`src/rtl/gb_alu_pkg.sv`:
```
// Shared types for the 16-bit sequencer and the 8-bit ALU it drives:
// ALU opcodes, sequencer operation codes and sequencer states.
package gb_alu_pkg;

    localparam logic [3:0] ALU_NOP = 4'b0000;
    localparam logic [3:0] ALU_ADD = 4'b0000;
    localparam logic [3:0] ALU_ADC = 4'b0001;
    localparam logic [3:0] ALU_XOR = 4'b0101;
    localparam logic [3:0] ALU_RL  = 4'b1010;

    typedef enum logic [1:0] {
        SEQ_ADD16 = 2'b00,
        SEQ_XOR16 = 2'b01,
        SEQ_RL16  = 2'b10,
        SEQ_RSVD  = 2'b11
    } seq_op_e;

    typedef enum logic [1:0] {
        ST_IDLE = 2'b00,
        ST_LO   = 2'b01,
        ST_HI   = 2'b10,
        ST_DONE = 2'b11
    } state_e;

endpackage

```
`src/rtl/alu16_seq_if.sv`:
```
// Request/response bundle of the 16-bit sequencer: operation request in,
// status pulses and held result/flags out.
interface alu16_seq_if;

    logic        start;
    logic [1:0]  op;
    logic [15:0] lhs;
    logic [15:0] rhs;
    logic        zf_in;
    logic        cf_in;
    logic        busy;
    logic        done;
    logic        err;
    logic [15:0] r;
    logic        zf_out;
    logic        nf_out;
    logic        hf_out;
    logic        cf_out;

    modport master (
        output start, op, lhs, rhs, zf_in, cf_in,
        input  busy, done, err, r, zf_out, nf_out, hf_out, cf_out
    );

    modport slave (
        input  start, op, lhs, rhs, zf_in, cf_in,
        output busy, done, err, r, zf_out, nf_out, hf_out, cf_out
    );

endinterface

```
`src/rtl/alu16_seq.sv`:
```
// 16-bit ADD/XOR/RL sequencer that runs each operation as two byte passes
// through an external, shareable 8-bit ALU (low byte first, then high byte).
module alu16_seq
    import gb_alu_pkg::*;
(
    input  logic        clk,
    input  logic        rst,
    alu16_seq_if.slave  bus,
    output logic [7:0]  alu_lhs,
    output logic [7:0]  alu_rhs,
    output logic [3:0]  alu_op,
    output logic        alu_zf,
    output logic        alu_nf,
    output logic        alu_hf,
    output logic        alu_cf,
    input  logic [7:0]  alu_r,
    input  logic        alu_zf_o,
    input  logic        alu_nf_o,
    input  logic        alu_hf_o,
    input  logic        alu_cf_o
);

    state_e      state_q, state_d;
    seq_op_e     op_q;
    logic [15:0] lhs_q, rhs_q;
    logic        zf_q, cf_q;
    logic        carry_q;
    logic [15:0] r_q;
    logic        zf_out_q, hf_out_q, cf_out_q;
    logic        err_q;
    logic        accept, rsvd;
    logic        hi_sel;
    logic        res_zero;

    // The sequencer computes its own zero/negative flags, so the ALU's are not consumed.
    logic        unused_alu_flags;
    assign unused_alu_flags = alu_zf_o ^ alu_nf_o;

    assign hi_sel   = (state_q == ST_HI);
    assign res_zero = (alu_r == 8'h00) && (r_q[7:0] == 8'h00);

    always_comb begin
        state_d = state_q;
        accept  = 1'b0;
        rsvd    = 1'b0;
        alu_op  = ALU_NOP;
        alu_lhs = 8'h00;
        alu_rhs = 8'h00;
        alu_zf  = 1'b0;
        alu_nf  = 1'b0;
        alu_hf  = 1'b0;
        alu_cf  = 1'b0;
        case (state_q)
            ST_IDLE: begin
                if (bus.start) begin
                    if (bus.op == SEQ_RSVD) begin
                        rsvd = 1'b1;
                    end else begin
                        accept  = 1'b1;
                        state_d = ST_LO;
                    end
                end
            end
            ST_LO, ST_HI: begin
                state_d = hi_sel ? ST_DONE : ST_HI;
                case (op_q)
                    SEQ_ADD16: begin
                        alu_op  = hi_sel ? ALU_ADC : ALU_ADD;
                        alu_lhs = hi_sel ? lhs_q[15:8] : lhs_q[7:0];
                        alu_rhs = hi_sel ? rhs_q[15:8] : rhs_q[7:0];
                        alu_cf  = hi_sel ? carry_q : 1'b0;
                    end
                    SEQ_XOR16: begin
                        alu_op  = ALU_XOR;
                        alu_lhs = hi_sel ? lhs_q[15:8] : lhs_q[7:0];
                        alu_rhs = hi_sel ? rhs_q[15:8] : rhs_q[7:0];
                    end
                    SEQ_RL16: begin
                        // Rotate-through-carry chains bit 7 of the low byte into bit 8.
                        alu_op  = ALU_RL;
                        alu_rhs = hi_sel ? rhs_q[15:8] : rhs_q[7:0];
                        alu_cf  = hi_sel ? carry_q : cf_q;
                    end
                    default: ;
                endcase
            end
            ST_DONE: state_d = ST_IDLE;
            default: state_d = ST_IDLE;
        endcase
    end

    always_ff @(posedge clk or posedge rst) begin
        if (rst) begin
            state_q  <= ST_IDLE;
            r_q      <= 16'h0000;
            zf_out_q <= 1'b0;
            hf_out_q <= 1'b0;
            cf_out_q <= 1'b0;
            carry_q  <= 1'b0;
            err_q    <= 1'b0;
        end else begin
            state_q <= state_d;
            err_q   <= rsvd;
            if (state_q == ST_LO) begin
                r_q[7:0] <= alu_r;
                carry_q  <= alu_cf_o;
            end
            if (state_q == ST_HI) begin
                r_q[15:8] <= alu_r;
                case (op_q)
                    SEQ_ADD16: begin
                        zf_out_q <= zf_q;
                        hf_out_q <= alu_hf_o;
                        cf_out_q <= alu_cf_o;
                    end
                    SEQ_RL16: begin
                        zf_out_q <= res_zero;
                        hf_out_q <= 1'b0;
                        cf_out_q <= rhs_q[15];
                    end
                    default: begin
                        zf_out_q <= res_zero;
                        hf_out_q <= 1'b0;
                        cf_out_q <= 1'b0;
                    end
                endcase
            end
        end
    end

    // Operand capture: data only, no reset needed.
    always_ff @(posedge clk) begin
        if (accept) begin
            op_q  <= seq_op_e'(bus.op);
            lhs_q <= bus.lhs;
            rhs_q <= bus.rhs;
            zf_q  <= bus.zf_in;
            cf_q  <= bus.cf_in;
        end
    end

    assign bus.busy   = (state_q != ST_IDLE);
    assign bus.done   = (state_q == ST_DONE);
    assign bus.err    = err_q;
    assign bus.r      = r_q;
    assign bus.zf_out = zf_out_q;
    assign bus.nf_out = 1'b0;
    assign bus.hf_out = hf_out_q;
    assign bus.cf_out = cf_out_q;

endmodule

```
`src/flat_wrapper.sv`:
```
// flat-port wrapper written by rule: the top's interface ports become plain ports
module alu16_seq_flat import gb_alu_pkg::*;
  (clk, rst, alu_lhs, alu_rhs, alu_op, alu_zf, alu_nf, alu_hf, alu_cf, alu_r, alu_zf_o, alu_nf_o, alu_hf_o, alu_cf_o, bus_start, bus_op, bus_lhs, bus_rhs, bus_zf_in, bus_cf_in, bus_busy, bus_done, bus_err, bus_r, bus_zf_out, bus_nf_out, bus_hf_out, bus_cf_out);
  alu16_seq_if bus_i ();
  input  logic clk;
  input  logic rst;
  output logic [7:0] alu_lhs;
  output logic [7:0] alu_rhs;
  output logic [3:0] alu_op;
  output logic alu_zf;
  output logic alu_nf;
  output logic alu_hf;
  output logic alu_cf;
  input  logic [7:0] alu_r;
  input  logic alu_zf_o;
  input  logic alu_nf_o;
  input  logic alu_hf_o;
  input  logic alu_cf_o;
  input wire logic [$bits(bus_i.start)-1:0] bus_start;
  input wire logic [$bits(bus_i.op)-1:0] bus_op;
  input wire logic [$bits(bus_i.lhs)-1:0] bus_lhs;
  input wire logic [$bits(bus_i.rhs)-1:0] bus_rhs;
  input wire logic [$bits(bus_i.zf_in)-1:0] bus_zf_in;
  input wire logic [$bits(bus_i.cf_in)-1:0] bus_cf_in;
  output wire logic [$bits(bus_i.busy)-1:0] bus_busy;
  output wire logic [$bits(bus_i.done)-1:0] bus_done;
  output wire logic [$bits(bus_i.err)-1:0] bus_err;
  output wire logic [$bits(bus_i.r)-1:0] bus_r;
  output wire logic [$bits(bus_i.zf_out)-1:0] bus_zf_out;
  output wire logic [$bits(bus_i.nf_out)-1:0] bus_nf_out;
  output wire logic [$bits(bus_i.hf_out)-1:0] bus_hf_out;
  output wire logic [$bits(bus_i.cf_out)-1:0] bus_cf_out;
  assign bus_i.start = bus_start;
  assign bus_i.op = bus_op;
  assign bus_i.lhs = bus_lhs;
  assign bus_i.rhs = bus_rhs;
  assign bus_i.zf_in = bus_zf_in;
  assign bus_i.cf_in = bus_cf_in;
  assign bus_busy = bus_i.busy;
  assign bus_done = bus_i.done;
  assign bus_err = bus_i.err;
  assign bus_r = bus_i.r;
  assign bus_zf_out = bus_i.zf_out;
  assign bus_nf_out = bus_i.nf_out;
  assign bus_hf_out = bus_i.hf_out;
  assign bus_cf_out = bus_i.cf_out;
  alu16_seq u_core (.clk(clk), .rst(rst), .bus(bus_i), .alu_lhs(alu_lhs), .alu_rhs(alu_rhs), .alu_op(alu_op), .alu_zf(alu_zf), .alu_nf(alu_nf), .alu_hf(alu_hf), .alu_cf(alu_cf), .alu_r(alu_r), .alu_zf_o(alu_zf_o), .alu_nf_o(alu_nf_o), .alu_hf_o(alu_hf_o), .alu_cf_o(alu_cf_o));
endmodule
```
`config.mk`:
```
export PLATFORM = sky130hd
export DESIGN_NAME = alu16_seq_flat
export DESIGN_NICKNAME = d
export VERILOG_FILES = /design/src/rtl/gb_alu_pkg.sv /design/src/rtl/alu16_seq_if.sv /design/src/rtl/alu16_seq.sv /design/src/flat_wrapper.sv
export SDC_FILE = /design/constraint.sdc
export NUM_CORES = 1
export LEC_CHECK = 0
export ABC_AREA = 0
export CORE_MARGIN = 4
export CORE_UTILIZATION = 46
export DETAILED_ROUTE_END_ITERATION = 7
export PLACE_DENSITY = 0.87
export SLEW_MARGIN = 5
export SYNTH_ARGS = -nofsm -noshare
export SYNTH_HDL_FRONTEND = slang
export SYNTH_SLANG_ARGS = --single-unit
```
`constraint.sdc`:
```
create_clock -name clk -period 7.65 [get_ports clk]
set_clock_uncertainty 0.15 [all_clocks]
set_input_delay 0.765 -clock clk [delete_from_list [all_inputs] [get_ports clk]]
set_output_delay 0.765 -clock clk [all_outputs]
set_load 0.005 [all_outputs]
```
Yosys cells after proc, flatten, opt, wreduce, memory -nomap -nowiden --
Index checks and enable logic that the tools add are counted.
Word-level totals: register bits after elaboration 59, input port bits 51, output and inout port bits 47, logic and storage cells 57
Operators by class: equal/unequal tests 8, multiplexer cells 26, reduce and logical (&&, ||, !) cells 10
Operators with widths (count):
- 8-bit two-way mux | 6
- 8-bit logical NOT | 2
- 1-bit two-way mux | 13
- 4-bit case mux with 3 select lines | 1
- 2-bit == test, second input constant | 4
- 2-bit case mux with 3 select lines | 1
- 2-bit by 1-bit == test with 1-bit output, second input constant | 2
- 2-bit logical NOT | 2
- 2-bit two-way mux | 2
- 4-bit two-way mux | 1
- 2-bit inequality test, second input constant | 2
- 1-bit case mux with 2 select lines | 2
- 2-bit OR reduction | 2
- 3-bit OR reduction | 1
- 2-bit AND reduction | 1
- 2-bit nonzero test | 1
- 1-bit logical AND | 1

Longest topological paths before layout --
depth in word-level cells 4, mapped depth 6, gate-level depth less buffers 5

Worst setup path before layout --
No wires, ideal clock.
path kind input-to-reg, start in bus_start, end reg u_core.cf_q (enable), setup time 0.441 ns, arrival time 2.604 ns, data required time 7.059 ns, slack 4.455 ns, cell stages on the path 2, buffers on the path 0, path through nand2_1 > a21oi_1
Between the ends: word-level cells in the longest chain between the ends 2
Ends and longest elaborated chain:
- start, declared | RTL line flat_wrapper.sv:19 | input wire logic [$bits(bus_i.start)-1:0] bus_start;
- 1-bit two-way mux | RTL line alu16_seq.sv:55 | if (bus.start) begin
- 1-bit two-way mux | RTL line alu16_seq.sv:53 | case (state_q)
- named net u_core.accept | RTL line alu16_seq.sv:31 | logic accept, rsvd;
- end signal, assigned | RTL line alu16_seq.sv:138 | cf_q <= bus.cf_in;
- end, declared | RTL line alu16_seq.sv:26 | logic zf_q, cf_q;
The timed path passes the listed nets, and every way through them passes these cells. A chain may end at the register's enable or synchronous reset.

Worst setup path in the final report --
start reg u_core.state_q[0], end out alu_cf
Between the ends: word-level cells in the longest chain between the ends 4, elaborated cells on any way between the ends 7, classes of those cells eq/ne: 2; mux: 4; reduce/logical: 1
Ends and longest elaborated chain:
- start, declared | RTL line alu16_seq.sv:23 | state_e state_q, state_d;
- start signal, assigned | RTL line alu16_seq.sv:102 | state_q <= state_d;
- 2-bit == test | RTL line alu16_seq.sv:39, alu16_seq.sv:53
- 1-bit two-way mux (on tied branches) | RTL line alu16_seq.sv:82, alu16_seq.sv:71
- 1-bit case mux with 2 select lines | RTL line alu16_seq.sv:66 | case (op_q)
- 1-bit two-way mux (*) | RTL line alu16_seq.sv:53
- end, declared | RTL line flat_wrapper.sv:13 | output logic alu_cf;
Mark *: on every way between the ends. The rest lies on a longest branch, timed or not.

==> out/metrics.csv <==
stage,metric,value,unit
run_status,status,"finished, final reports clean",
detailed_routing,num_vias,1639,
global_routing,grt_max_degree,37,
sta,max_freq,268,MHz
placement,gp_congestion,0.793,
floorplan,coreArea,5140,um2
pwr,seq_power_share,38.2,%
synth,syn-instance-count,166,
worst_setup_path,path_cells,inv_1 -> ha_1 -> inv_1 -> a32o_1 -> and3_1 -> clkdlybuf4s50_1,
global_routing,grt_pass1_wl,8.26,mm
sta,whs,0.350,ns
worst_setup_path,r2r-end,u_core.bus.zf_out,
pwr,switchingPower,0.000383,W
worst_setup_path,cpPeakStageDelay,0.84,ns
detailed_routing,antenna_left,0,
worst_setup_path,rr_startpoint,u_core.state_q[0],
worst_setup_path,reg2reg_setup_slack,5.15,ns
worst_setup_path,path_depth,6,
detailed_routing,first_pass_iters,4,
clocking,cts_resized,0,
placement,dp_cells,318,
clocking,clockRootBuffer,clkbuf_8,
worst_setup_path,endpoint_kind,output port,
finish,area_delta_synth_final,45.3,%
global_routing,grt_remaining_overflow,0,
floorplan,rows,26,
worst_setup_path,crit_buf_inv,3,
clocking,cts_setup_buffers,0,
clocking,hold_buffers,0,
placement,dp_hpwl,4.02,mm
placement,numPortBuffers,91,
global_routing,grt_pass1_vias,1703,
pwr,p_int,0.000882,W
floorplan,die_area,6550,um2
synth,synthDistinctLibCells,23,
finish,fin_nets,315,
finish,layout_common_cells,"91 x clkdlybuf4s50_1, 36 x edfxtp_1, 23 x dfrtp_1",
worst_setup_path,crit_required,6.73,ns
finish,drive_gt1_share,13.6,%
pwr,worst_ir_drop_vdd,0.000182,V
synth,synth_warnings,0,
floorplan,start_util,47.6,%
detailed_routing,dr_wl_met3,504,um
detailed_routing,drc,0,
clocking,htreeDepth,3,
detailed_routing,m1WireLength,2.03,mm
worst_setup_path,cp_max_fo,18,
sta,rsz0062_at_grt,false,
min_path,hold_class,reg2reg,
clocking,clockBufferDepth,2,
sta,fin_crit_sh,48.8,%
finish,antenna_cells,0,
detailed_routing,wl_met2,2.74,mm
synth,yosysSeqAreaShare,67.8,%
global_routing,grt_usage,17.6,%
sta,max-slew-margin-rel,27.7,%
sta,final_max_slew_viol_count,0,
detailed_routing,drt-initial-drc-count,75,
pwr,combPwrFrac,43.7,%
worst_setup_path,crit_top_cell,inv_1,
floorplan,dieHeight,80.9,um
clocking,path_clk_slew,0.06,ns
detailed_routing,top_layer_used,met4,
global_routing,antenna_found_initial,0,
worst_setup_path,crit_end,alu_cf,
worst_setup_path,cp-start-kind,flop,
finish,nFillCells,376,
detailed_routing,wire_per_inst,16.0,um
sta,setup_tns,0,ns
synth,ys_ff_latch,59,
floorplan,dieWidth,80.9,um
clocking,clock-sinks,59,
job,drv_cap,0,
synth,netlist_area,2440,um2
finish,final_util,69.1,%
sta,finalSetupViolCount,0,
detailed_routing,post_drt_via_cell_ratio,4.91,
sta,hold_viol,0,
clocking,cts-buffers-inserted,9,
finish,final_common_cell,clkdlybuf4s50_1,
pwr,p_sw_share,30.3,%
worst_setup_path,worstSetupPathType,reg2out,
finish,fin_cells,334,
worst_setup_path,reg2regPathDepth,5,
detailed_routing,routed_wl,5.35,mm
synth,synth.avg_cell_area,14.7,um2
worst_setup_path,arrival,2.82,ns
worst_setup_path,crit_family,adder cells,
pwr,powerDensity,356,nW/um2
pwr,cellLeakagePower,1.35,nW
sta,worst_slew_pin_slew,1.08,ns
floorplan,io_pins,98,
sta,fin_crit,3.73,ns
clocking,insertion_delay,0.33,ns
worst_setup_path,slowest_stage,ha_1,
clocking,cts_tree,yes,
pwr,clock_power_share,18.1,%
worst_setup_path,startpoint,u_core.state_q[0],
[layer usage]
layer | vias to the layer above | track usage [%]
li1 | 772 | -
met1 | 788 | 18.5
met5 | - | 0
met4 | 0 | 6.08
met3 | 6 | 9.31
met2 | 73 | 30.0
[worst reg2reg max path, delay by kind of cell (launching register included)]
family | cells | cell delay (ns)
DFF | 1 | 0.41
buffers and inverters | 1 | 0.11
adders and majority gates | 1 | 0.60
and+or+nand+nor | 2 | 1.00
AOI/OAI and AO/OA | 1 | 0.14
[cell families (layout without fill, tap and decap cells)]
| family | count (synthesis) | after routing | synth area share, % |
|---|---|---|---|
| AO/OA/AOI/OAI | 5 | 5 | 1.64 |
| adder cells (fa/ha/maj) | 5 | 5 | 2.56 |
| buffers and inverters | 20 | 115 | 4.04 |
| flip-flops | 59 | 59 | 67.8 |
| multiplexers | 39 | 39 | 17.0 |
| other | 1 | 4 | 0.153 |
| AND/OR/NAND/NOR | 37 | 37 | 6.81 |
[worst min path at each step]
stage	from	end	slack [ns]	depth (start not counted)
after floorplan	u_core.zf_q	u_core.bus.zf_out	0.32	2
final	u_core.zf_q	u_core.bus.zf_out	0.35	2
after global placement	u_core.zf_q	u_core.bus.zf_out	0.33	2
after CTS	u_core.zf_q	u_core.bus.zf_out	0.35	2
after global routing	u_core.bus.cf_out	u_core.bus.cf_out	0.38	1
after detailed placement	u_core.zf_q	u_core.bus.zf_out	0.34	2
[power by group through the flow]
| stage | registers (W) | clock network [W] | logic [W] |
|---|---|---|---|
| floorplan | 0.000484 | 0 | 0.000267 |
| global placement | 0.000483 | 0 | 0.000544 |
| detailed placement | 0.000489 | 0 | 0.000559 |
| CTS | 0.000483 | 0.000234 | 0.000562 |
| global route | 0.000494 | 0.000252 | 0.000601 |
| finish | 0.000483 | 0.000230 | 0.000552 |
[sequential cells by signal, indices dropped and copies added (netlist names)]
name	cells
u_core.bus.cf_out	1
u_core.bus.err	1
u_core.bus.hf_out	1
u_core.bus.r	16
u_core.bus.zf_out	1
u_core.carry_q	1
u_core.cf_q	1
u_core.lhs_q	16
u_core.op_q	2
u_core.rhs_q	16
u_core.state_q	2
u_core.zf_q	1
[layout make-up]
type / count / area [um2] / area share (%)
multi-input combinational: 90 / 712 / 20.0
sequential: 59 / 1660 / 46.6
clock inverter: 4 / 20.0 / 0.564
inverter: 8 / 30.0 / 0.845
clock buffer: 12 / 135 / 3.80
tap: 70 / 87.6 / 2.47
timing repair buffer: 91 / 911 / 25.6
[stage by stage]
| stage | cell area (um2) | setup WS (ns) | power (W) |
|---|---|---|---|
| floorplan | 2460 | 4.45 | 0.000751 |
| global placement | 3400 | 4.25 | 0.00103 |
| detailed placement | 3400 | 4.23 | 0.00105 |
| CTS | 3550 | 3.86 | 0.00128 |
| global route | 3550 | 3.74 | 0.00135 |
| finish | 3550 | 3.92 | 0.00126 |
[synth_stat cells]
cell type | instances | area [um2]
nor4_1 | 2 | 12.5
nand3_1 | 3 | 15.0
buf_2 | 1 | 5.00
nor3_1 | 1 | 5.00
dfrtp_1 | 23 | 576
mux2_2 | 21 | 236
clkbuf_1 | 5 | 18.8
buf_4 | 6 | 45.0
nand2_1 | 4 | 15.0
edfxtp_1 | 36 | 1080
conb_1 | 1 | 3.75
or4b_1 | 1 | 10.0
o221ai_2 | 1 | 15.0
and3_1 | 2 | 12.5
nand2b_1 | 1 | 6.26
a21oi_1 | 2 | 10.0
a32o_1 | 1 | 10.0
ha_1 | 5 | 62.6
nor2_1 | 22 | 82.6
o21ai_0 | 1 | 5.00
or4_1 | 1 | 7.51
inv_1 | 8 | 30.0
mux2i_1 | 18 | 180
No activity file was read; power rests on OpenSTA's default activity.
